`config.mk`:
```
export PLATFORM = sky130hd
export DESIGN_NAME = ps2_mouse_rx
export DESIGN_NICKNAME = d
export VERILOG_FILES = /design/src/rtl/gen_ps2_pkg.sv /design/src/rtl/ps2_rx_frame.sv /design/src/rtl/ps2_mouse_rx.sv
export SDC_FILE = /design/constraint.sdc
export NUM_CORES = 1
export LEC_CHECK = 0
export BUFFER_PORTS_ARGS = -buffer_cell sky130_fd_sc_hd__buf_2
export CAP_MARGIN = 0
export CORE_MARGIN = 2
export CORE_UTILIZATION = 55
export CTS_CLUSTER_SIZE = 40
export DETAILED_ROUTE_END_ITERATION = 16
export GPL_ROUTABILITY_DRIVEN = 0
export HOLD_SLACK_MARGIN = 0.15
export PLACE_DENSITY = 0.76
export SKIP_LAST_GASP = 1
export SYNTH_ARGS = -nofsm -noshare
export SYNTH_HDL_FRONTEND = slang
export SYNTH_HIERARCHICAL = 1
export SYNTH_SLANG_ARGS = --single-unit
```
`constraint.sdc`:
```
create_clock -name CLK -period 3.8 [get_ports CLK]
set_clock_uncertainty 0.15 [all_clocks]
set_input_delay 0.38 -clock CLK [delete_from_list [all_inputs] [get_ports CLK]]
set_output_delay 0.38 -clock CLK [all_outputs]
set_load 0.1 [all_outputs]
```
`src/rtl/gen_ps2_pkg.sv`:
```
// Shared constants for the PS/2 mouse receiver: bit-receiver states, frame bit
// positions, MOUSE vector field offsets and status-byte bit positions.
package gen_ps2_pkg;

    localparam logic [0:0] RX_IDLE  = 1'b0;
    localparam logic [0:0] RX_SHIFT = 1'b1;

    localparam logic [3:0] BIT_START = 4'd0;
    localparam logic [3:0] BIT_PAR   = 4'd9;
    localparam logic [3:0] BIT_STOP  = 4'd10;

    localparam int unsigned MOUSE_TOG = 24;
    localparam int unsigned MOUSE_DY  = 16;
    localparam int unsigned MOUSE_DX  = 8;
    localparam int unsigned MOUSE_ST  = 0;

    localparam int unsigned ST_YSIGN = 5;
    localparam int unsigned ST_XSIGN = 4;
    localparam int unsigned ST_SYNC  = 3;

    // Data plus parity bit must hold an odd number of ones.
    function automatic logic odd_parity_ok(input logic [7:0] data, input logic par);
        return ^{data, par};
    endfunction

endpackage

```
`src/rtl/ps2_rx_frame.sv`:
```
// PS/2 frame receiver: input synchronisers, clock glitch filter, 11-bit frame
// FSM and inter-edge timeout. Emits a byte with accept/abort/start-error pulses.
module ps2_rx_frame
    import gen_ps2_pkg::*;
#(
    parameter int unsigned FILT    = 4,
    parameter int unsigned BIT_TMO = 2000
) (
    input  logic       clk,
    input  logic       rst_n,
    input  logic       ce,
    input  logic       ps2_clk,
    input  logic       ps2_dat,
    output logic [7:0] rx_byte,
    output logic       rx_vld,
    output logic       rx_abort,
    output logic       rx_start_err
);

    localparam int unsigned FW = $clog2(FILT + 1);
    localparam int unsigned TW = $clog2(BIT_TMO + 1);
    localparam logic [FW-1:0] FILT_LAST = FW'(FILT - 1);
    localparam logic [TW-1:0] TMO_LAST  = TW'(BIT_TMO - 1);

    logic          clk_meta_r;
    logic          clk_sync_r;
    logic          dat_meta_r;
    logic          dat_sync_r;
    logic          filt_clk_r;
    logic [FW-1:0] filt_cnt_r;
    logic [0:0]    state_r;
    logic [3:0]    bit_idx_r;
    logic [7:0]    shift_r;
    logic          par_r;
    logic [TW-1:0] bit_tmr_r;
    logic          fall_s;
    logic          stop_s;
    logic          tmo_s;
    logic          frame_ok_s;

    // Two-flop synchronisers for the raw lines, free-running on every clock.
    always_ff @(posedge clk or negedge rst_n) begin
        if (!rst_n) begin
            clk_meta_r <= 1'b1;
            clk_sync_r <= 1'b1;
            dat_meta_r <= 1'b1;
            dat_sync_r <= 1'b1;
        end else begin
            clk_meta_r <= ps2_clk;
            clk_sync_r <= clk_meta_r;
            dat_meta_r <= ps2_dat;
            dat_sync_r <= dat_meta_r;
        end
    end

    // The filtered falling edge is the cycle in which a high filtered level flips.
    assign fall_s = ce & filt_clk_r & ~clk_sync_r & (filt_cnt_r == FILT_LAST);

    // Glitch filter: the level flips only after FILT consecutive differing samples.
    always_ff @(posedge clk or negedge rst_n) begin
        if (!rst_n) begin
            filt_clk_r <= 1'b1;
            filt_cnt_r <= {FW{1'b0}};
        end else if (ce) begin
            if (clk_sync_r != filt_clk_r) begin
                if (filt_cnt_r == FILT_LAST) begin
                    filt_clk_r <= ~filt_clk_r;
                    filt_cnt_r <= {FW{1'b0}};
                end else begin
                    filt_cnt_r <= filt_cnt_r + FW'(1);
                end
            end else begin
                filt_cnt_r <= {FW{1'b0}};
            end
        end else begin
            filt_cnt_r <= filt_cnt_r;
        end
    end

    // Frame FSM with bit timer; a falling edge always takes priority over timeout.
    always_ff @(posedge clk or negedge rst_n) begin
        if (!rst_n) begin
            state_r   <= RX_IDLE;
            bit_idx_r <= BIT_START;
            shift_r   <= 8'h00;
            par_r     <= 1'b0;
            bit_tmr_r <= {TW{1'b0}};
        end else if (fall_s) begin
            bit_tmr_r <= {TW{1'b0}};
            if (state_r == RX_IDLE) begin
                if (!dat_sync_r) begin
                    state_r   <= RX_SHIFT;
                    bit_idx_r <= 4'd1;
                end else begin
                    state_r   <= RX_IDLE;
                end
            end else begin
                if (bit_idx_r <= 4'd8) begin
                    shift_r <= {dat_sync_r, shift_r[7:1]};
                end else if (bit_idx_r == BIT_PAR) begin
                    par_r <= dat_sync_r;
                end else begin
                    par_r <= par_r;
                end
                if (bit_idx_r == BIT_STOP) begin
                    state_r   <= RX_IDLE;
                    bit_idx_r <= BIT_START;
                end else begin
                    bit_idx_r <= bit_idx_r + 4'd1;
                end
            end
        end else if (tmo_s) begin
            state_r   <= RX_IDLE;
            bit_idx_r <= BIT_START;
            bit_tmr_r <= {TW{1'b0}};
        end else if (ce && state_r == RX_SHIFT) begin
            bit_tmr_r <= bit_tmr_r + TW'(1);
        end else if (state_r == RX_IDLE) begin
            bit_tmr_r <= {TW{1'b0}};
        end else begin
            bit_tmr_r <= bit_tmr_r;
        end
    end

    // Frame verdicts are issued in the sampling cycle so the assembler can act on the same edge.
    always_comb begin
        stop_s       = fall_s & (state_r == RX_SHIFT) & (bit_idx_r == BIT_STOP);
        tmo_s        = ce & ~fall_s & (state_r == RX_SHIFT) & (bit_tmr_r == TMO_LAST);
        frame_ok_s   = odd_parity_ok(shift_r, par_r) & dat_sync_r;
        rx_byte      = shift_r;
        rx_vld       = stop_s & frame_ok_s;
        rx_abort     = (stop_s & ~frame_ok_s) | tmo_s;
        rx_start_err = fall_s & (state_r == RX_IDLE) & dat_sync_r;
    end

endmodule

```
`src/rtl/ps2_mouse_rx.sv`:
```
// PS/2 mouse packet receiver: assembles status/dx/dy bytes into the toggled
// 25-bit MOUSE vector and keeps a saturating error count.
module ps2_mouse_rx
    import gen_ps2_pkg::*;
#(
    parameter int unsigned FILT    = 4,
    parameter int unsigned BIT_TMO = 2000,
    parameter int unsigned PKT_TMO = 40000
) (
    input  logic        CLK,
    input  logic        RESET_N,
    input  logic        CE,
    input  logic        PS2_CLK,
    input  logic        PS2_DAT,
    output logic [24:0] MOUSE,
    output logic        PKT_STB,
    output logic [7:0]  ERR_CNT
);

    localparam int unsigned GW = $clog2(PKT_TMO + 1);
    localparam logic [GW-1:0] GAP_LAST = GW'(PKT_TMO - 1);

    logic [7:0]    rx_byte_s;
    logic          rx_vld_s;
    logic          rx_abort_s;
    logic          rx_start_err_s;
    logic          sync_err_s;
    logic          gap_tmo_s;
    logic          err_inc_s;
    logic [1:0]    byte_idx_r;
    logic [7:0]    status_r;
    logic [7:0]    dx_r;
    logic [GW-1:0] gap_tmr_r;
    logic [24:0]   mouse_r;
    logic          pkt_stb_r;
    logic [7:0]    err_cnt_r;

    ps2_rx_frame #(
        .FILT    (FILT),
        .BIT_TMO (BIT_TMO)
    ) u_frame (
        .clk          (CLK),
        .rst_n        (RESET_N),
        .ce           (CE),
        .ps2_clk      (PS2_CLK),
        .ps2_dat      (PS2_DAT),
        .rx_byte      (rx_byte_s),
        .rx_vld       (rx_vld_s),
        .rx_abort     (rx_abort_s),
        .rx_start_err (rx_start_err_s)
    );

    // An accepted byte in the timeout cycle wins; coincident error sources count once.
    always_comb begin
        sync_err_s = rx_vld_s & (byte_idx_r == 2'd0) & ~rx_byte_s[ST_SYNC];
        gap_tmo_s  = CE & (byte_idx_r != 2'd0) & (gap_tmr_r == GAP_LAST) & ~rx_vld_s;
        err_inc_s  = rx_abort_s | rx_start_err_s | sync_err_s | gap_tmo_s;
    end

    // Packet assembler, gap timer and MOUSE output register.
    always_ff @(posedge CLK or negedge RESET_N) begin
        if (!RESET_N) begin
            byte_idx_r <= 2'd0;
            status_r   <= 8'h00;
            dx_r       <= 8'h00;
            gap_tmr_r  <= {GW{1'b0}};
            mouse_r    <= 25'h0;
            pkt_stb_r  <= 1'b0;
        end else begin
            pkt_stb_r <= 1'b0;
            if (rx_abort_s || gap_tmo_s) begin
                byte_idx_r <= 2'd0;
                gap_tmr_r  <= {GW{1'b0}};
            end else if (rx_vld_s) begin
                gap_tmr_r <= {GW{1'b0}};
                case (byte_idx_r)
                    2'd0: begin
                        if (rx_byte_s[ST_SYNC]) begin
                            status_r   <= rx_byte_s;
                            byte_idx_r <= 2'd1;
                        end else begin
                            byte_idx_r <= 2'd0;
                        end
                    end
                    2'd1: begin
                        dx_r       <= rx_byte_s;
                        byte_idx_r <= 2'd2;
                    end
                    2'd2: begin
                        mouse_r[MOUSE_TOG]     <= ~mouse_r[MOUSE_TOG];
                        mouse_r[MOUSE_DY +: 8] <= rx_byte_s;
                        mouse_r[MOUSE_DX +: 8] <= dx_r;
                        mouse_r[MOUSE_ST +: 8] <= status_r;
                        pkt_stb_r              <= 1'b1;
                        byte_idx_r             <= 2'd0;
                    end
                    default: begin
                        byte_idx_r <= 2'd0;
                    end
                endcase
            end else if (CE && byte_idx_r != 2'd0) begin
                gap_tmr_r <= gap_tmr_r + GW'(1);
            end else begin
                gap_tmr_r <= gap_tmr_r;
            end
        end
    end

    // Saturating error counter.
    always_ff @(posedge CLK or negedge RESET_N) begin
        if (!RESET_N) begin
            err_cnt_r <= 8'h00;
        end else if (err_inc_s && err_cnt_r != 8'hFF) begin
            err_cnt_r <= err_cnt_r + 8'd1;
        end else begin
            err_cnt_r <= err_cnt_r;
        end
    end

    assign MOUSE   = mouse_r;
    assign PKT_STB = pkt_stb_r;
    assign ERR_CNT = err_cnt_r;

endmodule

```
==> reports/results.tsv, run 1 <==
stage	metric	value	unit
cts	CTS H-tree depth	3	
yosys	post-synth top area cell	dfrtp_1	
place	Port Buffers	38	
setup_path	Worst EP arrival	3.06	ns
routing	vias	2874	
yosys	post-synth top area share	0.524	
cts	clk_lat worst skew	0.36	ns
routing	max layer used	met4	
status	outcome	finished, final reports clean	
yosys	number of synthesized register bits	101	
floorplanning	Core Box Area	0.00813	mm2
yosys	Post-synth EDFFs	0	
cts	CTS tree	yes	
routing	met2 wire len	4050	um
global_routing	pin count of the biggest net entering global routing	49	
timing	final worst slack	0.850	ns
global_routing	vias in the first global route	2882	
cts	TritonCTS Buffers	9	
yosys	synthesized area	0.00458	mm2
setup_path	crit end category	flip-flop	
routing	TritonRoute pass-1 iters	4	
timing	max-slew violations	0	
timing	Tcrit/Tclk final	0.776	
job	Max Cap Viol	0	
timing	TNS Setup	0	ns
global_routing	first-pass GRT wire length	13700	um
timing	Setup violations, final	0	
floorplanning	die span in x	95.3	um
yosys	count of different cell masters after synthesis	60	
layout	# diodes	0	
floorplanning	I/O pins	39	
routing	routed len/inst	15.7	um
global_routing	initial antenna violation count	0	
cts	clk sinks	101	
setup_path	Worst setup SP type	flip-flop	
yosys	syn avg cell area	12.5	um2
floorplanning	Chip Height	95.3	um
routing	DRT iter0 DRCs	69	
setup_path	Worst Setup Path Type	reg -> reg	
layout	multi-input logic area	0.00193	mm2
pwr	Leak	2.47	nW
layout	FF+latch area	0.00253	mm2
routing	met3 wire length	241	um
timing	slew margin rel.	0.516	
yosys	Seq/Total Area, Yosys	0.553	
floorplanning	row count	33	
global_routing	GRT Resource Usage Total	0.195	
routing	vias per cell	5.51	
cts	maximum root-to-sink buffer count	2	
pwr	VDD IR max	0.266	mV
place	dpl ws	0.875	ns
routing	Routed Antenna Nets	0	
floorplanning	die area	0.00907	mm2
yosys	most frequent cell after synthesis	dfrtp_1	
global_routing	Overflow after GRT	0	
timing	slew at the pin closest to its max-slew limit	0.723	ns
cts	Clock Pin Slew Worst Setup and Hold Paths	0.10	ns
yosys	Area contributors post-synth	dfrtp_1 (52%), mux2_2 (10%), xnor2_1 (4.0%)	
yosys	syn nets	376	
routing	Routed Wire Length	8180	um
place	HPWL Detailed	5760	um
floorplanning	initial core utilization	0.563	
timing	RSZ-0062 raised after global routing	false	
min_path	HP Class	reg -> reg	
layout	share of cells above drive strength 1	0.290	
setup_path	CP Data Required Time	3.91	ns
setup_path	crit-path max FO	9	
routing	WL met1	3820	um
cts	Clock Tree Root	clkbuf_8	
yosys	Async SR Flop Fraction	1.00	
layout	area grow syn2layout	10.4	%
yosys	synth cell count leaders	dfrtp_1 (96), mux2_2 (41), nor2_1 (35), nand2_1 (21), xnor2_1 (21)	
timing	Tmin final	2.95	ns
timing	Final Hold Viols	0	
timing	fmax	339	MHz
routing	residual DRC count	0	
layout	FILL cells	658	
yosys	ys flop type	dfrtp_1	
yosys	Syn. warnings	6	
cts	Post-CTS Resized	0	
pwr	power per cell area	418	mW/mm2
layout	Final nets	421	
yosys	Post-Syn Instances	367	
flip-flops by register name, indices dropped and copies added, names as in the netlist, 2 cells and up:
name,count
u_frame/filt_cnt_r,3
ERR_CNT,8
u_frame/bit_idx_r,4
dx_r,8
MOUSE,25
gap_tmr_r,16
status_r,8
u_frame/rx_byte,8
byte_idx_r,2
u_frame/bit_tmr_r,11
where the power goes:
part	internal, mW	switching (mW)	leakage (nW)
clock	0.254	0.394	0.0878
sequential	1.14	0.0717	1.37
combinational	0.0961	0.155	1.01
total	1.49	0.621	2.47
final timing paths:
path,from,to,slack (ns),depth (start not counted)
setup / recovery,u_frame/rx_byte[1]$_DFFE_PN0P_,dx_r[7]$_DFFE_PN0P_,0.85,7
hold / removal,u_frame/dat_meta_r$_DFF_PN1_,u_frame/dat_sync_r$_DFF_PN1_,0.21,0
setup reg to reg,u_frame/rx_byte[1]$_DFFE_PN0P_,dx_r[7]$_DFFE_PN0P_,0.85,7
hold reg to reg,u_frame/dat_meta_r$_DFF_PN1_,u_frame/dat_sync_r$_DFF_PN1_,0.21,0
max in group asynchronous,RESET_N,MOUSE[5]$_DFFE_PN0P_,2.27,3
min in group asynchronous,RESET_N,u_frame/bit_tmr_r[7]$_DFFE_PN0P_,0.42,2
metal layers:
layer | vias to the layer above | global-route usage
met5 | - | 0
met4 | 0 | 0.0604
met3 | 6 | 0.0490
met2 | 37 | 0.318
met1 | 1459 | 0.257
li1 | 1372 | -
worst max-delay path: stages, from the launching register on:
cell     delay, ns
dfrtp_1       0.46
xor2_1        0.18
xnor3_1       0.41
xnor2_1       0.16
nand2_1       0.09
nor2_1        0.30
nor4b_4       0.68
mux2_2        0.41
cells in the final DEF (no fill, tap or decap), types with 9 or more instances in the layout:
cell / instances
clkbuf_8: 9
mux2_2: 41
mux2_1: 9
xor2_1: 17
nand2_1: 21
dfrtp_1: 96
buf_2: 37
xnor2_1: 21
and3_1: 10
nand3_1: 14
nor2_1: 35
stage by stage:
step	utilization	std cells	hold slack, ns	cell area [um2]	power, mW
after global placement	0.595	503	0.198	4840	1.47
after floorplan	-	367	-0.0656	4580	1.42
after global routing	0.622	522	0.212	5060	2.22
after CTS	0.622	522	0.205	5060	2.14
after detailed placement	0.595	503	0.198	4840	1.49
final	0.622	522	0.206	5060	2.12
logic make-up (layout without fill, tap and decap cells):
family | Yosys count | count (layout) | share of synthesized area
simple gates | 127 | 127 | 0.162
mux | 53 | 53 | 0.132
xor+xnor | 39 | 39 | 0.0776
compound gates | 25 | 25 | 0.0391
fa+ha+maj | 4 | 4 | 0.0109
flops | 101 | 101 | 0.553
buf+inv | 18 | 68 | 0.0257
cell type report:
type                            count  share of cell area
Sequential cell                   101               0.501
Inverter                            8             0.00594
Multi-Input combinational cell    248               0.381
Timing Repair Buffer               44              0.0485
Clock inverter                      7              0.0129
Tap cell                          105              0.0260
Clock buffer                        9              0.0245
timing repair:
| action | in CTS | in global routing |
|---|---|---|
| endpoints found under the hold margin | 43 | 0 |
| hold buffers | 3 | 0 |
| setup buffers | 0 | 0 |
Note: power is estimated with default switching activity, not from simulation.
==> run 2, diff against run 1 <==
CORE_UTILIZATION = 53   (was 55)
PLACE_DENSITY = 0.77   (was 0.76)
clock period = 2.5 ns   (was 3.8 ns; I/O delays follow)
==> reports/results.tsv, run 2 (synthesis gave the netlist of run 1 again) <==
stage	metric	value	unit
cts	Clock Pin Slew Worst Setup and Hold Paths	0.10	ns
pwr	sequential share of power	0.572	
place	HPWL Detailed	5750	um
timing	WHS	0.210	ns
pwr	power per cell area	570	mW/mm2
global_routing	Overflow after GRT	0	
layout	most frequent cells in the layout	dfrtp_1 (96), buf_2 (37), nor2_1 (34), buf_4 (31), mux2_4 (26)	
layout	FF+latch area	0.00253	mm2
place	Post-Place Cells	535	
cts	CTS tree	yes	
setup_path	Critical path buffers and inverters	2	
routing	WL met1	4220	um
floorplanning	Chip Height	97.0	um
layout	commonest non-fill, non-tap cell in the layout	dfrtp_1	
timing	Setup violations, final	66	
pwr	switching power	0.918	mW
setup_path	Critical Path Most Common Cell	xnor2_1	
cts	TritonCTS Buffers	9	
setup_path	CP Data Required Time	2.61	ns
layout	share of cells above drive strength 1	0.370	
timing	slew margin rel.	0.627	
pwr	VDD IR max	0.405	mV
routing	met2 wire len	4340	um
routing	residual DRC count	0	
layout	multi-input logic area	0.00208	mm2
pwr	Pint	2.29	mW
layout	Final nets	462	
routing	DRT iter0 DRCs	141	
layout	FILL cells	586	
floorplanning	I/O pins	39	
setup_path	CP delay by family, top	XOR/XNOR gates	
timing	RSZ-0062 raised after global routing	true	
setup_path	origin of the worst setup path	u_frame/rx_byte[5]$_DFFE_PN0P_	
routing	TritonRoute pass-1 iters	4	
job	Max Cap Viol	0	
setup_path	Worst setup SP type	flip-flop	
setup_path	crit end category	flip-flop	
setup_path	Stages on worst setup path	9	
pwr	Leak	2.74	nW
floorplanning	die span in x	97.0	um
global_routing	GRT Resource Usage Total	0.190	
layout	area grow syn2layout	22.8	%
setup_path	slowest stage delay, CP	0.41	ns
cts	clk sinks	101	
global_routing	initial antenna violation count	0	
global_routing	vias in the first global route	3030	
timing	slew at the pin closest to its max-slew limit	0.554	ns
place	dpl ws	-0.220	ns
floorplanning	initial core utilization	0.552	
timing	max-slew violations	0	
routing	vias	3070	
setup_path	reg2reg setup slack	-0.26	ns
timing	Tmin final	2.76	ns
timing	final worst slack	-0.259	ns
routing	Routed Antenna Nets	0	
routing	met3 wire length	369	um
floorplanning	row count	33	
routing	routed len/inst	16.2	um
setup_path	Worst Setup EP	dx_r[2]$_DFFE_PN0P_	
setup_path	CP max-delay cell	dfrtp_1	
floorplanning	Core Box Area	0.00830	mm2
routing	max layer used	met4	
setup_path	FF-to-FF End	dx_r[2]$_DFFE_PN0P_	
cts	CTS H-tree depth	3	
layout	# diodes	0	
timing	TNS Setup	-13.38	ns
setup_path	Worst EP arrival	2.87	ns
pwr	Tot Pwr	3.20	mW
timing	fmax	362	MHz
layout	Finished Layout Cells	562	
layout	max reg flops	25	
floorplanning	die area	0.00940	mm2
global_routing	first-pass GRT wire length	14600	um
routing	Routed Wire Length	9090	um
min_path	HP Class	reg -> reg	
setup_path	Worst Setup Path Type	reg -> reg	
cts	maximum root-to-sink buffer count	2	
setup_path	crit-path max FO	9	
cts	clk_lat worst skew	0.37	ns
routing	vias per cell	5.46	
timing	Final Hold Viols	0	
status	failing checks	setup timing	
place	Port Buffers	38	
pwr	Sw Ratio	0.287	
pwr	clock share of power	0.291	
status	outcome	complete, but fails checks	
setup_path	Critical R2R Launch	u_frame/rx_byte[5]$_DFFE_PN0P_	
timing	Tcrit/Tclk final	1.10	
setup_path	CP Cell Sequence	xnor2_1 -> xnor3_1 -> xnor2_1 -> nand2_1 -> a31o_4 -> buf_12 -> nor4b_4 -> buf_6 -> mux2_2	
setup_path	R2R depth	9	
global_routing	pin count of the biggest net entering global routing	44	
pwr	Comb pwr share	0.137	
cts	Clock Tree Root	clkbuf_8	
## run 2: changes by cell type in the layout (fill, tap and decap cells not counted), sizes merged
cell,before,now
buf,41,79
clkbuf,9,11
clkinv,0,1
clkinvlp,3,2
dlygate4sd3,3,4
inv,12,11
## run 2: metrics by stage
| stage | utilization | cell area, um2 |
|---|---|---|
| after floorplan | - | 4590 |
| after detailed placement | 0.621 | 5150 |
| after CTS | 0.653 | 5420 |
| after global placement | 0.621 | 5150 |
| final | 0.678 | 5620 |
| after global routing | 0.678 | 5620 |
## run 2: repair_timing
| item | 4_1_cts | 5_1_grt |
|---|---|---|
| endpoints found under the hold margin | 61 | 0 |
| gates cloned | 0 | 3 |
| pin swaps | 3 | 4 |
| gates resized for setup | 10 | 29 |
| setup buffers | 1 | 4 |
| endpoints found under the setup margin | 64 | 66 |
| hold buffers | 4 | 0 |
## run 2: how the worst min path moves through the flow
stage / start / to / slack [ns] / depth (start not counted)
2_1_floorplan: RESET_N / ERR_CNT[0]$_DFFE_PN0P_ / -0.20 / 0
3_3_place_gp: RESET_N / gap_tmr_r[6]$_DFFE_PN0P_ / 0.13 / 1
3_5_place_dp: RESET_N / gap_tmr_r[6]$_DFFE_PN0P_ / 0.13 / 1
4_1_cts: u_frame/clk_meta_r$_DFF_PN1_ / u_frame/clk_sync_r$_DFF_PN1_ / 0.21 / 0
5_1_grt: u_frame/clk_meta_r$_DFF_PN1_ / u_frame/clk_sync_r$_DFF_PN1_ / 0.22 / 0
6_report: u_frame/clk_meta_r$_DFF_PN1_ / u_frame/clk_sync_r$_DFF_PN1_ / 0.21 / 0
## run 2: layout make-up
| cell class | instances | share of cell area |
|---|---|---|
| Multi-Input combinational cell | 248 | 0.370 |
| Timing Repair Buffer | 85 | 0.121 |
| Sequential cell | 101 | 0.451 |
| Inverter | 8 | 0.00534 |
| Clock inverter | 6 | 0.00823 |
| Clock buffer | 9 | 0.0220 |
| Tap cell | 105 | 0.0234 |
## run 2: power groups by stage
| stage | logic, mW | clock network (mW) | registers [mW] |
|---|---|---|---|
| after floorplan | 0.264 | 0 | 1.89 |
| after global placement | 0.420 | 0 | 1.85 |
| after detailed placement | 0.440 | 0 | 1.86 |
| after CTS | 0.447 | 0.948 | 1.83 |
| after global routing | 0.499 | 1.04 | 1.85 |
| final | 0.439 | 0.931 | 1.83 |
## run 2: metal layers
layer	track usage	up-vias
li1	-	1455
met1	0.265	1553
met2	0.297	49
met3	0.0397	13
met4	0.0650	0
met5	0	-
==> run 3, diff against run 2 <==
PLACE_DENSITY = 0.75   (was 0.77)
SYNTH_HIERARCHICAL = unset   (was 1)
TNS_END_PERCENT = 5   (was unset)
==> reports/results.tsv, run 3 <==
stage	metric	value	unit
status	outcome	finished, final reports clean	
setup_path	crit end category	flip-flop	
yosys	Post-synth EDFFs	0	
yosys	Async SR Flop Fraction	1.00	
cts	CTS tree	yes	
job	Max Cap Viol	0	
floorplanning	I/O pins	39	
routing	residual DRC count	0	
pwr	Tot Pwr	3.05	mW
routing	routed len/inst	14.8	um
layout	commonest non-fill, non-tap cell in the layout	dfrtp_1	
cts	Clock Pin Slew Worst Setup and Hold Paths	0.10	ns
layout	FILL cells	644	
setup_path	CP Data Required Time	2.61	ns
timing	WHS	0.208	ns
routing	vias	3055	
timing	slew at the pin closest to its max-slew limit	0.473	ns
setup_path	reg2reg setup slack	0.06	ns
cts	CTS H-tree depth	3	
setup_path	crit-path max FO	9	
yosys	number of synthesized register bits	101	
pwr	power per cell area	580	mW/mm2
place	Port Buffers	38	
layout	area grow syn2layout	16.8	%
setup_path	Worst setup SP type	flip-flop	
timing	Tmin final	2.44	ns
layout	Finished Layout Cells	555	
cts	maximum root-to-sink buffer count	2	
cts	clk_lat worst skew	0.37	ns
cts	TritonCTS Buffers	9	
timing	max-slew violations	0	
routing	TritonRoute pass-1 iters	4	
global_routing	pin count of the biggest net entering global routing	46	
place	Post-Place Cells	533	
yosys	ys flop type	dfrtp_1	
place	HPWL Detailed	5730	um
floorplanning	Core Box Area	0.00822	mm2
setup_path	Worst Setup Path Type	reg -> reg	
min_path	HP Class	reg -> reg	
yosys	Post-Syn Instances	374	
pwr	VDD IR max	0.395	mV
layout	# diodes	0	
yosys	syn nets	383	
floorplanning	initial core utilization	0.548	
timing	fmax	409	MHz
floorplanning	row count	33	
timing	Setup violations, final	0	
global_routing	GRT Resource Usage Total	0.198	
yosys	Area contributors post-synth	dfrtp_1 (53%), mux2_2 (13%), nor2_1 (3.2%)	
cts	Clock Tree Root	clkbuf_8	
yosys	synthesized area	0.00450	mm2
setup_path	Worst EP arrival	2.56	ns
cts	clk sinks	101	
timing	RSZ-0062 raised after global routing	true	
layout	max reg flops	25	
yosys	synth cell count leaders	dfrtp_1 (96), mux2_2 (52), nor2_1 (38), nand2_1 (21), xnor2_1 (16)	
yosys	post-synth top area share	0.533	
timing	Tcrit/Tclk final	0.978	
yosys	count of different cell masters after synthesis	51	
yosys	most frequent cell after synthesis	dfrtp_1	
routing	DRT iter0 DRCs	91	
timing	TNS Setup	0	ns
yosys	syn avg cell area	12.0	um2
floorplanning	Chip Height	96.2	um
floorplanning	die area	0.00925	mm2
timing	Final Hold Viols	0	
global_routing	first-pass GRT wire length	14300	um
layout	Final nets	454	
floorplanning	die span in x	96.2	um
routing	Routed Antenna Nets	0	
layout	most frequent cells in the layout	dfrtp_1 (95), mux2_2 (52), nor2_1 (38), buf_2 (37), buf_4 (22)	
timing	slew margin rel.	0.681	
routing	Routed Wire Length	8210	um
global_routing	Overflow after GRT	0	
layout	share of cells above drive strength 1	0.327	
pwr	Leak	2.58	nW
yosys	post-synth top area cell	dfrtp_1	
yosys	Seq/Total Area, Yosys	0.563	
global_routing	initial antenna violation count	0	
yosys	Syn. warnings	0	
routing	vias per cell	5.50	
global_routing	vias in the first global route	2997	
-- run 3: cell count changes after synthesis, moves of 5 or more --
cell / before / now
mux2_1: 9 / 0
xnor2_1: 21 / 16
and2_1: 2 / 7
o21ai_0: 4 / 13
mux2_2: 41 / 52
buf_6: 6 / 0
and3_1: 10 / 5
-- run 3: final timing paths --
path                                                 from                      endpoint  depth (start not counted)
max                        u_frame.rx_byte[4]$_DFFE_PN0P_       status_r[7]$_DFFE_PN0P_                          7
min                          u_frame.clk_meta_r$_DFF_PN1_  u_frame.clk_sync_r$_DFF_PN1_                          0
max reg2reg                u_frame.rx_byte[4]$_DFFE_PN0P_       status_r[7]$_DFFE_PN0P_                          7
min reg2reg                  u_frame.clk_meta_r$_DFF_PN1_  u_frame.clk_sync_r$_DFF_PN1_                          0
max in group asynchronous                         RESET_N         MOUSE[10]$_DFFE_PN0P_                          3
min in group asynchronous                         RESET_N     gap_tmr_r[15]$_DFFE_PN0P_                          2
-- run 3: timing repair --
item	in CTS	in global routing
hold buffers	4	0
resized for setup	0	4
setup endpoints to repair	0	39
setup buffers	0	2
hold endpoints to repair	78	0
-- run 3: where the power goes --
group | internal (mW) | switching (mW)
Clock | 0.386 | 0.604
Sequential | 1.70 | 0.0478
Combinational | 0.119 | 0.195
-- run 3: per-stage QoR --
stage	setup slack, ns	instance area [um2]	util
final	0.0555	5260	0.640
after global routing	-0.0467	5260	0.640
after CTS	0.00582	5230	0.636
after detailed placement	0.0302	4990	0.608
after global placement	0.0900	4990	0.608
after floorplan	0.00100	4500	-
-- run 3: metal layers --
layer  routed length, um  part of all wire  vias to the layer above  track usage
met5                   0                 0                        -            0
met2                3950              0.48                       55        0.308
met3                 281             0.034                        6       0.0509
met4                  74            0.0090                        0       0.0488
li1                    -                 -                     1469            -
met1                3910              0.48                     1525        0.280
-- run 3: critical path, stage by stage (launching register included) --
cell     delay, ns
dfrtp_1       0.42
xnor2_2       0.17
xnor3_1       0.45
xnor2_2       0.18
nand3_2       0.17
nor4b_4       0.26
buf_6         0.19
mux2_2        0.34
-- run 3: layout make-up --
| class | count | area (um2) | share of cell area |
|---|---|---|---|
| multi-input combinational | 258 | 1910 | 0.363 |
| sequential | 101 | 2530 | 0.482 |
| clock buffer | 9 | 124 | 0.0235 |
| clock inverter | 7 | 67.6 | 0.0128 |
| timing repair buffer | 67 | 462 | 0.0878 |
| inverter | 8 | 30.0 | 0.00571 |
| tap | 105 | 131 | 0.0250 |
-- run 3: logic make-up after synthesis --
family,after synthesis,share of synthesized area
and+or+nand+nor,124,0.149
DFF,101,0.563
muxes,53,0.132
AOI/OAI and AO/OA,47,0.0675
xor gates and xnor gates,30,0.0614
buffers and inverters,15,0.0167
adders and majority gates,4,0.0111
